===== config.mk =====
export PLATFORM = sky130hd
export DESIGN_NAME = exe_stage_unit
export DESIGN_NICKNAME = d
export VERILOG_FILES = /design/src/rtl/exe_stage_unit_pkg.sv /design/src/rtl/exe_stage_unit_val2_generator.sv /design/src/rtl/exe_stage_unit.sv
export SDC_FILE = /design/constraint.sdc
export NUM_CORES = 1
export LEC_CHECK = 0
export CORE_MARGIN = 2
export CORE_UTILIZATION = 45
export DETAILED_ROUTE_END_ITERATION = 16
export MAX_ROUTING_LAYER = met4
export PLACE_DENSITY = 0.76
export SETUP_SLACK_MARGIN = 0.2
export SLEW_MARGIN = 0
export SYNTH_ARGS = -nofsm -noshare
export SYNTH_HDL_FRONTEND = slang
export SYNTH_SLANG_ARGS = --single-unit

===== constraint.sdc =====
create_clock -name clk -period 13.3 [get_ports clk]
set_clock_uncertainty 0.05 [all_clocks]
set_input_delay 2.66 -clock clk [delete_from_list [all_inputs] [get_ports clk]]
set_output_delay 2.66 -clock clk [all_outputs]
set_load 0.01 [all_outputs]

===== src/rtl/exe_stage_unit_pkg.sv =====
// ---------------------------------------------------------------------------
// exe_stage_unit_pkg
//   Shared constants and types for the execute stage: datapath widths, ALU
//   command encodings, shifter type codes, the NZCV flag struct and a word
//   rotate helper used by the Val2 generator.
// ---------------------------------------------------------------------------
package exe_stage_unit_pkg;

  localparam int ADDRESS_LEN  = 32;
  localparam int REGISTER_LEN = 32;
  localparam int EXEC_CMD_LEN = 4;
  localparam int SHIFT_OP_LEN = 12;
  localparam int SHAMT_LEN    = $clog2(REGISTER_LEN);

  typedef enum logic [EXEC_CMD_LEN-1:0] {
    EXE_NOP = 4'b0000,
    EXE_MOV = 4'b0001,
    EXE_ADD = 4'b0010,
    EXE_ADC = 4'b0011,
    EXE_SUB = 4'b0100,
    EXE_SBC = 4'b0101,
    EXE_AND = 4'b0110,
    EXE_ORR = 4'b0111,
    EXE_EOR = 4'b1000,
    EXE_MVN = 4'b1001
  } exec_cmd_e;

  typedef enum logic [1:0] {
    SHIFT_LSL = 2'b00,
    SHIFT_LSR = 2'b01,
    SHIFT_ASR = 2'b10,
    SHIFT_ROR = 2'b11
  } shift_type_e;

  typedef struct packed {
    logic n;
    logic z;
    logic c;
    logic v;
  } nzcv_t;

  // Rotate right: the doubled word shifted right leaves the wrapped bits in
  // the low half.
  function automatic logic [REGISTER_LEN-1:0] ror_word(
    input logic [REGISTER_LEN-1:0] x,
    input logic [SHAMT_LEN-1:0]    amt
  );
    logic [2*REGISTER_LEN-1:0] dbl;
    dbl = {x, x} >> amt;
    return dbl[REGISTER_LEN-1:0];
  endfunction

endpackage


===== src/rtl/exe_stage_unit_val2_generator.sv =====
// ---------------------------------------------------------------------------
// val2_generator
//   Purely combinational second-operand generator.
//   Ports:
//     mem_op        in   load/store: Val2 is the zero-extended 12-bit offset
//     immediate     in   I bit: Val2 is imm8 rotated right by 2*rotate_imm
//     val_rm        in   register operand for the shifter path
//     shift_operand in   12-bit shifter operand field
//     val2          out  resulting second ALU operand
// ---------------------------------------------------------------------------
module val2_generator
  import exe_stage_unit_pkg::*;
(
  input  logic                    mem_op,
  input  logic                    immediate,
  input  logic [REGISTER_LEN-1:0] val_rm,
  input  logic [SHIFT_OP_LEN-1:0] shift_operand,
  output logic [REGISTER_LEN-1:0] val2
);

  logic [SHAMT_LEN-1:0] shift_imm;
  logic [SHAMT_LEN-1:0] rot_amt;
  shift_type_e          shift_type;

  assign shift_imm  = shift_operand[11:7];
  assign rot_amt    = {shift_operand[11:8], 1'b0};
  assign shift_type = shift_type_e'(shift_operand[6:5]);

  always_comb begin
    val2 = val_rm;
    if (mem_op) begin
      val2 = {{(REGISTER_LEN-SHIFT_OP_LEN){1'b0}}, shift_operand};
    end else if (immediate) begin
      val2 = ror_word({{(REGISTER_LEN-8){1'b0}}, shift_operand[7:0]}, rot_amt);
    end else if (shift_imm != '0) begin
      // A zero shift amount passes Rm through untouched for every type.
      unique case (shift_type)
        SHIFT_LSL: val2 = val_rm << shift_imm;
        SHIFT_LSR: val2 = val_rm >> shift_imm;
        SHIFT_ASR: val2 = $signed(val_rm) >>> shift_imm;
        SHIFT_ROR: val2 = ror_word(val_rm, shift_imm);
        default:   val2 = val_rm;
      endcase
    end
  end

endmodule


===== src/rtl/exe_stage_unit.sv =====
// ---------------------------------------------------------------------------
// exe_stage_unit
//   Execute stage: builds Val2, runs the ALU, computes the branch target,
//   owns the NZCV status register and registers results into EX->MEM.
//   Ports:
//     clk, rst (async, active-low), freeze (hold status + EX->MEM regs)
//     pc_in, control bits, execute_command_in, val_rn_in, val_rm_in,
//     immediate_in, signed_immediate_in, shift_operand_in, dest_reg_in
//     branch_taken_out, branch_address   combinational branch path
//     status_out                         registered {N,Z,C,V}
//     alu_result_out, val_rm_out, dest_reg_out,
//     mem_read_out, mem_write_out, wb_enable_out   EX->MEM registers
// ---------------------------------------------------------------------------
module exe_stage_unit
  import exe_stage_unit_pkg::*;
(
  input  logic                    clk,
  input  logic                    rst,
  input  logic                    freeze,
  input  logic [ADDRESS_LEN-1:0]  pc_in,
  input  logic                    mem_read_in,
  input  logic                    mem_write_in,
  input  logic                    wb_enable_in,
  input  logic                    branch_taken_in,
  input  logic                    status_write_enable_in,
  input  logic [EXEC_CMD_LEN-1:0] execute_command_in,
  input  logic [REGISTER_LEN-1:0] val_rn_in,
  input  logic [REGISTER_LEN-1:0] val_rm_in,
  input  logic                    immediate_in,
  input  logic [23:0]             signed_immediate_in,
  input  logic [SHIFT_OP_LEN-1:0] shift_operand_in,
  input  logic [3:0]              dest_reg_in,
  output logic                    branch_taken_out,
  output logic [ADDRESS_LEN-1:0]  branch_address,
  output logic [3:0]              status_out,
  output logic [REGISTER_LEN-1:0] alu_result_out,
  output logic [REGISTER_LEN-1:0] val_rm_out,
  output logic [3:0]              dest_reg_out,
  output logic                    mem_read_out,
  output logic                    mem_write_out,
  output logic                    wb_enable_out
);

  localparam int W = REGISTER_LEN;

  logic                    mem_op;
  logic [W-1:0]            val2;
  exec_cmd_e               alu_cmd;
  logic                    carry_in;
  logic [W:0]              wide;
  logic [W-1:0]            alu_res;
  logic                    flag_c;
  logic                    flag_v;
  logic                    cmd_known;
  nzcv_t                   alu_flags;

  nzcv_t                   status_q,      status_d;
  logic [W-1:0]            alu_result_q,  alu_result_d;
  logic [W-1:0]            val_rm_q,      val_rm_d;
  logic [3:0]              dest_reg_q,    dest_reg_d;
  logic                    mem_read_q,    mem_read_d;
  logic                    mem_write_q,   mem_write_d;
  logic                    wb_enable_q,   wb_enable_d;

  assign mem_op = mem_read_in | mem_write_in;

  val2_generator u_val2 (
    .mem_op        (mem_op),
    .immediate     (immediate_in),
    .val_rm        (val_rm_in),
    .shift_operand (shift_operand_in),
    .val2          (val2)
  );

  // Loads/stores always compute the effective address with ADD.
  assign alu_cmd  = mem_op ? EXE_ADD : exec_cmd_e'(execute_command_in);
  assign carry_in = status_q.c;

  always_comb begin
    wide      = '0;
    alu_res   = '0;
    flag_c    = 1'b0;
    flag_v    = 1'b0;
    cmd_known = 1'b1;
    case (alu_cmd)
      EXE_MOV: alu_res = val2;
      EXE_MVN: alu_res = ~val2;
      EXE_ADD, EXE_ADC: begin
        wide = {1'b0, val_rn_in} + {1'b0, val2}
             + {{W{1'b0}}, (alu_cmd == EXE_ADC) & carry_in};
        alu_res = wide[W-1:0];
        flag_c  = wide[W];
        // Overflow: same-sign operands produce a result of the other sign.
        flag_v  = (val_rn_in[W-1] == val2[W-1]) && (alu_res[W-1] != val_rn_in[W-1]);
      end
      EXE_SUB, EXE_SBC: begin
        wide = {1'b0, val_rn_in} - {1'b0, val2}
             - {{W{1'b0}}, (alu_cmd == EXE_SBC) & ~carry_in};
        alu_res = wide[W-1:0];
        // Bit W of the 33-bit difference is the borrow; C is its inverse.
        flag_c  = ~wide[W];
        flag_v  = (val_rn_in[W-1] != val2[W-1]) && (alu_res[W-1] != val_rn_in[W-1]);
      end
      EXE_AND: alu_res = val_rn_in & val2;
      EXE_ORR: alu_res = val_rn_in | val2;
      EXE_EOR: alu_res = val_rn_in ^ val2;
      default: cmd_known = 1'b0;
    endcase
    alu_flags = cmd_known ? nzcv_t'({alu_res[W-1], ~|alu_res, flag_c, flag_v})
                          : nzcv_t'(4'b0000);
  end

  always_comb begin
    status_d     = status_q;
    alu_result_d = alu_result_q;
    val_rm_d     = val_rm_q;
    dest_reg_d   = dest_reg_q;
    mem_read_d   = mem_read_q;
    mem_write_d  = mem_write_q;
    wb_enable_d  = wb_enable_q;
    if (!freeze) begin
      if (status_write_enable_in && !mem_op) begin
        status_d = alu_flags;
      end
      alu_result_d = alu_res;
      val_rm_d     = val_rm_in;
      dest_reg_d   = dest_reg_in;
      mem_read_d   = mem_read_in;
      mem_write_d  = mem_write_in;
      wb_enable_d  = wb_enable_in;
    end
  end

  always_ff @(posedge clk or negedge rst) begin
    if (!rst) begin
      status_q     <= '0;
      alu_result_q <= '0;
      val_rm_q     <= '0;
      dest_reg_q   <= '0;
      mem_read_q   <= 1'b0;
      mem_write_q  <= 1'b0;
      wb_enable_q  <= 1'b0;
    end else begin
      status_q     <= status_d;
      alu_result_q <= alu_result_d;
      val_rm_q     <= val_rm_d;
      dest_reg_q   <= dest_reg_d;
      mem_read_q   <= mem_read_d;
      mem_write_q  <= mem_write_d;
      wb_enable_q  <= wb_enable_d;
    end
  end

  // Branch offset is in words: sign-extend and scale by 4; wraps silently.
  assign branch_address   = pc_in + {{(ADDRESS_LEN-26){signed_immediate_in[23]}},
                                     signed_immediate_in, 2'b00};
  assign branch_taken_out = branch_taken_in;

  assign status_out     = status_q;
  assign alu_result_out = alu_result_q;
  assign val_rm_out     = val_rm_q;
  assign dest_reg_out   = dest_reg_q;
  assign mem_read_out   = mem_read_q;
  assign mem_write_out  = mem_write_q;
  assign wb_enable_out  = wb_enable_q;

endmodule

==> results of run 1 <==
==> synthesized netlist by cell type (all sizes together), types with 57 or more instances <==
cell type / count / area [um^2]
a21oi: 172 / 861
inv: 154 / 578
mux2i: 104 / 1040
xnor2: 65 / 569
o21ai: 125 / 626
ha: 148 / 1850
clkbuf: 108 / 405
buf: 74 / 459
nand2: 180 / 676
nor2: 163 / 614
dfrtp: 75 / 1880
nor3: 57 / 290
mux2: 102 / 1150
==> flip-flops by register name, summed over array words and instances (netlist names) <==
signal	cells
alu_result_out	32
carry_in	1
dest_reg_out	4
mem_read_out	1
mem_write_out	1
status_out	3
val_rm_out	32
wb_enable_out	1
==> per-stage QoR <==
step / setup WS [ns] / hold slack [ns] / power (uW) / instances / util [%]
detailed placement: 2.30 / 0.425 / 1270 / 2895 / 52.7
global route: 2.33 / 0.461 / 1680 / 2914 / 53.6
finish: 2.32 / 0.441 / 1600 / 2914 / 53.6
global placement: 2.21 / 0.424 / 1260 / 2895 / 52.7
CTS: 2.68 / 0.438 / 1580 / 2911 / 53.6
floorplan: 4.58 / 0.466 / 886 / 2273 / -
==> routing by layer <==
metal	share of wire, %	track usage (%)
met3	13	13.0
met1	40	52.6
met4	5.7	21.4
met2	42	60.1
met5	0	-
==> worst max-delay path, cell delays in order <==
cell and delay, ns:
buf_2 0.52, buf_4 0.50, or2_1 0.57, o22ai_1 0.19, a221oi_1 0.62, a21oi_1 0.32, a22oi_1 0.42, nand2_1 0.16
o21a_1 0.18, fa_1 0.52, inv_1 0.05, ha_1 0.18, or2_2 0.33, fa_1 0.47, nand2b_1 0.20, a21bo_2 0.26
a311o_1 0.35, a21oi_1 0.20, nor4b_1 0.07, a21oi_1 0.24, and4_1 0.28, nor4bb_1 0.37, nor4b_1 0.42, nand4_1 0.30
nor4_2 0.38, nand4_1 0.18, o31ai_2 0.22
==> cells by family after synthesis <==
logic type,after synthesis,synth area share (%)
muxes,252,18.6
AOI/OAI and AO/OA,717,28.2
and+or+nand+nor,660,18.7
adders and majority gates,153,11.3
buffers and inverters,338,8.38
xor gates and xnor gates,78,3.95
DFF,75,10.9
==> report_power, final <==
group	total (uW)	switching (uW)	internal [uW]
Sequential	289	22.7	266
Combinational	1010	581	430
Clock	303	113	190
==> area by class of cell <==
class | instances | area [um^2] | share of cell area, %
sequential | 75 | 1880 | 9.27
multi-input combinational | 1860 | 14000 | 69.1
antenna | 3 | 7.51 | 0.0371
inverter | 156 | 586 | 2.89
timing repair buffer | 293 | 2800 | 13.8
clock inverter | 5 | 108 | 0.531
tap | 511 | 639 | 3.16
clock buffer | 11 | 243 | 1.20
==> worst max path at each step <==
stage	endpoint
floorplan	status_out[2]
global placement	status_out[2]
detailed placement	status_out[2]
CTS	status_out[2]
global route	status_out[2]
finish	status_out[2]
==> metrics, run 1 <==
vias in the first global route 19100; Synth Flop Type dfrtp_1; Final Setup Violations 0; Seq cells post-synth 75; R2R Path Start carry_in; drt via density between 6 and 7; hold_sp val_rm_out[27]; cell area after synthesis between 0.015 and 0.02 mm^2; Hold EP val_rm_out[27]; CTS tree built; Cell Pwr Density about 79 mW/mm^2; Mapped Cells approximately 2300; Worst slew margin less than 1%; via count just over 20000; pin count of the biggest net entering global routing 72; CTS Root Cell clkbuf_16; Peak VDD IR 65.9 uV; final wirelength roughly 82000 um; DRC violations left 0; critical path arrival 11.22 ns; TNS Setup 0 ns; crit start category primary input; Reg2Reg Setup Slack approximately 7.3 ns; # clock sinks 75; fin crit period roughly 11 ns; worst r2r dst status_out[2]; global-route wire length before repair 121000 um; clock buffer depth 2; failing checks capacitance limit; CP Max Fanout 32; sequential area share after synthesis approximately 11%; Ports around 260; post_cts resized 0; Synth Warn # 0; CP required approximately 14 ns; layout cells sized above 1 between 10% and 20%; final count of hold timing violations 0; Initial Utilization a little under half; hold depth 2; Layout fillers about 3600; syn_nets 2575; Hold WC Path Type flop to flop; Iter 0 DRT Violations 2605; antenna viol nets, final 0; # hold bufs at CTS 0; routed wire length per instance about 28 um; crit end category flop; library cells used by synthesis ~100; DIE HEIGHT 200 um; Final nets 2697; Worst-Margin Slew approximately 1.5 ns; CTS H-Tree Depth 3; Final Cell Area roughly 0.02 mm^2; most common cell after layout, fill and taps aside clkdlybuf4s50_1; overall die area around 0.040 mm^2; Post-synth EDFFs 0; Worst-path clk slew around 0.06 ns; Post-Syn Area per Cell between 7 and 8 um^2; async set or reset register ratio after synthesis 100%; WS Path Type primary input to flop; post-DP HPWL between 60000 and 70000 um; core area ~0.038 mm^2; unrepaired setup endpoints after global routing false; Area Growth Syn to Fin 17.1%; Overall Global Routing Usage roughly two fifths; max cap viols 1; status finished with violations; RePlAce Congestion around 1.1; crit path from shift_operand_in[8]; Period Utilization, post-route 82.6%; DP Area around 0.02 mm^2; IO buf count 250; Post-CTS Setup Inserts 0; fmax 91.1 MHz; leakage a little over 0.008 uW; GR Overflow Total 0; DR pass1 iterations 7; FP Rows 71; Final Slew Violations 0; initial antenna violation count 3; Clk Latency, worst-skew pair between 0.3 and 0.4 ns; commonest non-fill, non-tap cells in the layout clkdlybuf4s50_1 (243), nand2_1 (180), a21oi_1 (172); total CTS buffers 9; die width 200 um; depth of the worst register-to-register path 18
(Power assumes the default switching activity.)
==> run 2, diff against run 1 <==
==> constraint.sdc (replaced) <==
create_clock -name clk -period 11.38 [get_ports clk]
set_clock_uncertainty 0.05 [all_clocks]
set_input_delay 2.276 -clock clk [delete_from_list [all_inputs] [get_ports clk]]
set_output_delay 2.276 -clock clk [all_outputs]
set_load 0.01 [all_outputs]
==> metrics, run 2 (synthesis gave the netlist of run 1 again) <==
status complete, no violations; placed cells 2908; Iter 0 DRT Violations ~2700; Worst-Margin Slew 1.46 ns; Worst-path clk slew roughly 0.070 ns; fin crit period between 9 and 10 ns; hold depth 2; crit end category flop; Worst path max stage delay about 0.78 ns; commonest non-fill, non-tap cells in the layout clkdlybuf4s50_1 (243), nand2_1 (180), a21oi_1 (172); Overall Global Routing Usage between 40% and 50%; die width about 200 um; layout cells sized above 1 11.0%; DRC violations left 0; pin count of the biggest net entering global routing 73; WS Path Type primary input to flop; GR Overflow Total 0; IO buf count 250; most used cell, CP buf_4; Final nets 2710; CTS H-Tree Depth 3; Worst path depth 25; vias in the first global route ~20000; post-DP HPWL 63700 um; CTS Root Cell clkbuf_16; Final Slew Violations 0; final count of hold timing violations 0; core area around 0.038 mm^2; Layout fillers between 3000 and 4000; Ports between 200 and 300; routed wire length per instance 28.8 um; Crit path max-delay family compound AO/OA/AOI/OAI gates; via count 20300; fmax approximately 100 MHz; DR pass1 iterations 9; post_cts resized 0; DIE HEIGHT 200 um; Post-CTS Setup Inserts 0; non-filler cells, final ~2900; CP max stage cell a21oi_1; Initial Utilization 45.8%; final wirelength between 80000 and 90000 um; Period Utilization, post-route 86.7%; TNS Setup 0 ns; CP Max Fanout between 70 and 80; Area Growth Syn to Fin 17.5%; Final Setup Violations 0; most common cell after layout, fill and taps aside clkdlybuf4s50_1; CTS tree built; unrepaired setup endpoints after global routing false; antenna viol nets, final 0; # clock sinks 75; Peak VDD IR around 85 uV; Worst slew margin 2.14%; Cell Pwr Density between 90 and 100 mW/mm^2; max cap viols 0; global-route wire length before repair between 100000 and 150000 um; FP Rows slightly above 70; overall die area about 0.04 mm^2; Worst Path Buf+Inv 4; # hold bufs at CTS 0; crit start category primary input; clock buffer depth 2; CP required approximately 12 ns; RePlAce Congestion roughly 1.1; Clk Latency, worst-skew pair 0.39 ns; leakage ~0.0084 uW; initial antenna violation count 2; total CTS buffers 9; critical path arrival 10.12 ns; Hold WC Path Type flop to flop; drt via density 6.93; depth of the worst register-to-register path 18
run 2: cell count changes in the layout (fill, tap and decap cells not counted):
cell,change
diode_2,-1
buf_4,+11
clkbuf_8,-1
inv_2,+1
bufinv_16,-2
clkinv_2,+1
clkinv_4,+1
clkinv_1,-1
clkbuf_1,-1
buf_12,+2
clkinvlp_4,+2
run 2: per-stage QoR:
step | utilization (%) | total power [uW] | hold slack [ns] | setup WS [ns] | area [um^2]
global route | 53.8 | 1930 | 0.469 | 1.04 | 20300
global placement | 53.0 | 1480 | 0.422 | 1.58 | 20000
floorplan | - | 1040 | 0.466 | 3.04 | 17300
finish | 53.8 | 1840 | 0.445 | 1.51 | 20300
CTS | 53.8 | 1810 | 0.446 | 1.85 | 20300
detailed placement | 53.0 | 1490 | 0.426 | 1.44 | 20000
run 2: worst min-delay path, stage by stage (launching register included):
cell,delay [ns]
dfrtp_1,0.35
nand2_1,0.05
o21ai_0,0.06
run 2: worst paths after layout:
check / from / to / slack, ns
min reg2reg: val_rm_out[27] / val_rm_out[27] / 0.45
min: val_rm_out[27] / val_rm_out[27] / 0.45
max in group asynchronous: rst / alu_result_out[11] / 8.50
min in group asynchronous: rst / val_rm_out[15] / 1.73
max reg2reg: carry_in / status_out[2] / 5.66
max: shift_operand_in[7] / status_out[2] / 1.51
run 2: cell type report:
class / count / area, um^2 / share of cell area (%)
Multi-Input combinational cell: 1860 / 14000 / 68.8
Timing Repair Buffer: 306 / 2920 / 14.4
Sequential cell: 75 / 1880 / 9.24
Tap cell: 511 / 639 / 3.15
Inverter: 156 / 586 / 2.88
Clock buffer: 9 / 225 / 1.11
Clock inverter: 7 / 76.3 / 0.376
Antenna cell: 2 / 5.00 / 0.0246
run 2: layer usage:
layer / wire length, um / global-route usage (%)
met3: 11300 / 12.7
met5: 0 / -
met4: 4490 / 21.3
met2: 34700 / 61.0
met1: 33800 / 55.9
run 2: power breakdown:
group	leakage (uW)	internal, uW	total, uW	switching, uW
Combinational	0.00733	507	1190	685
Sequential	0.000886	311	337	26.1
Clock	0.000142	171	308	137
Total	0.00836	989	1840	848
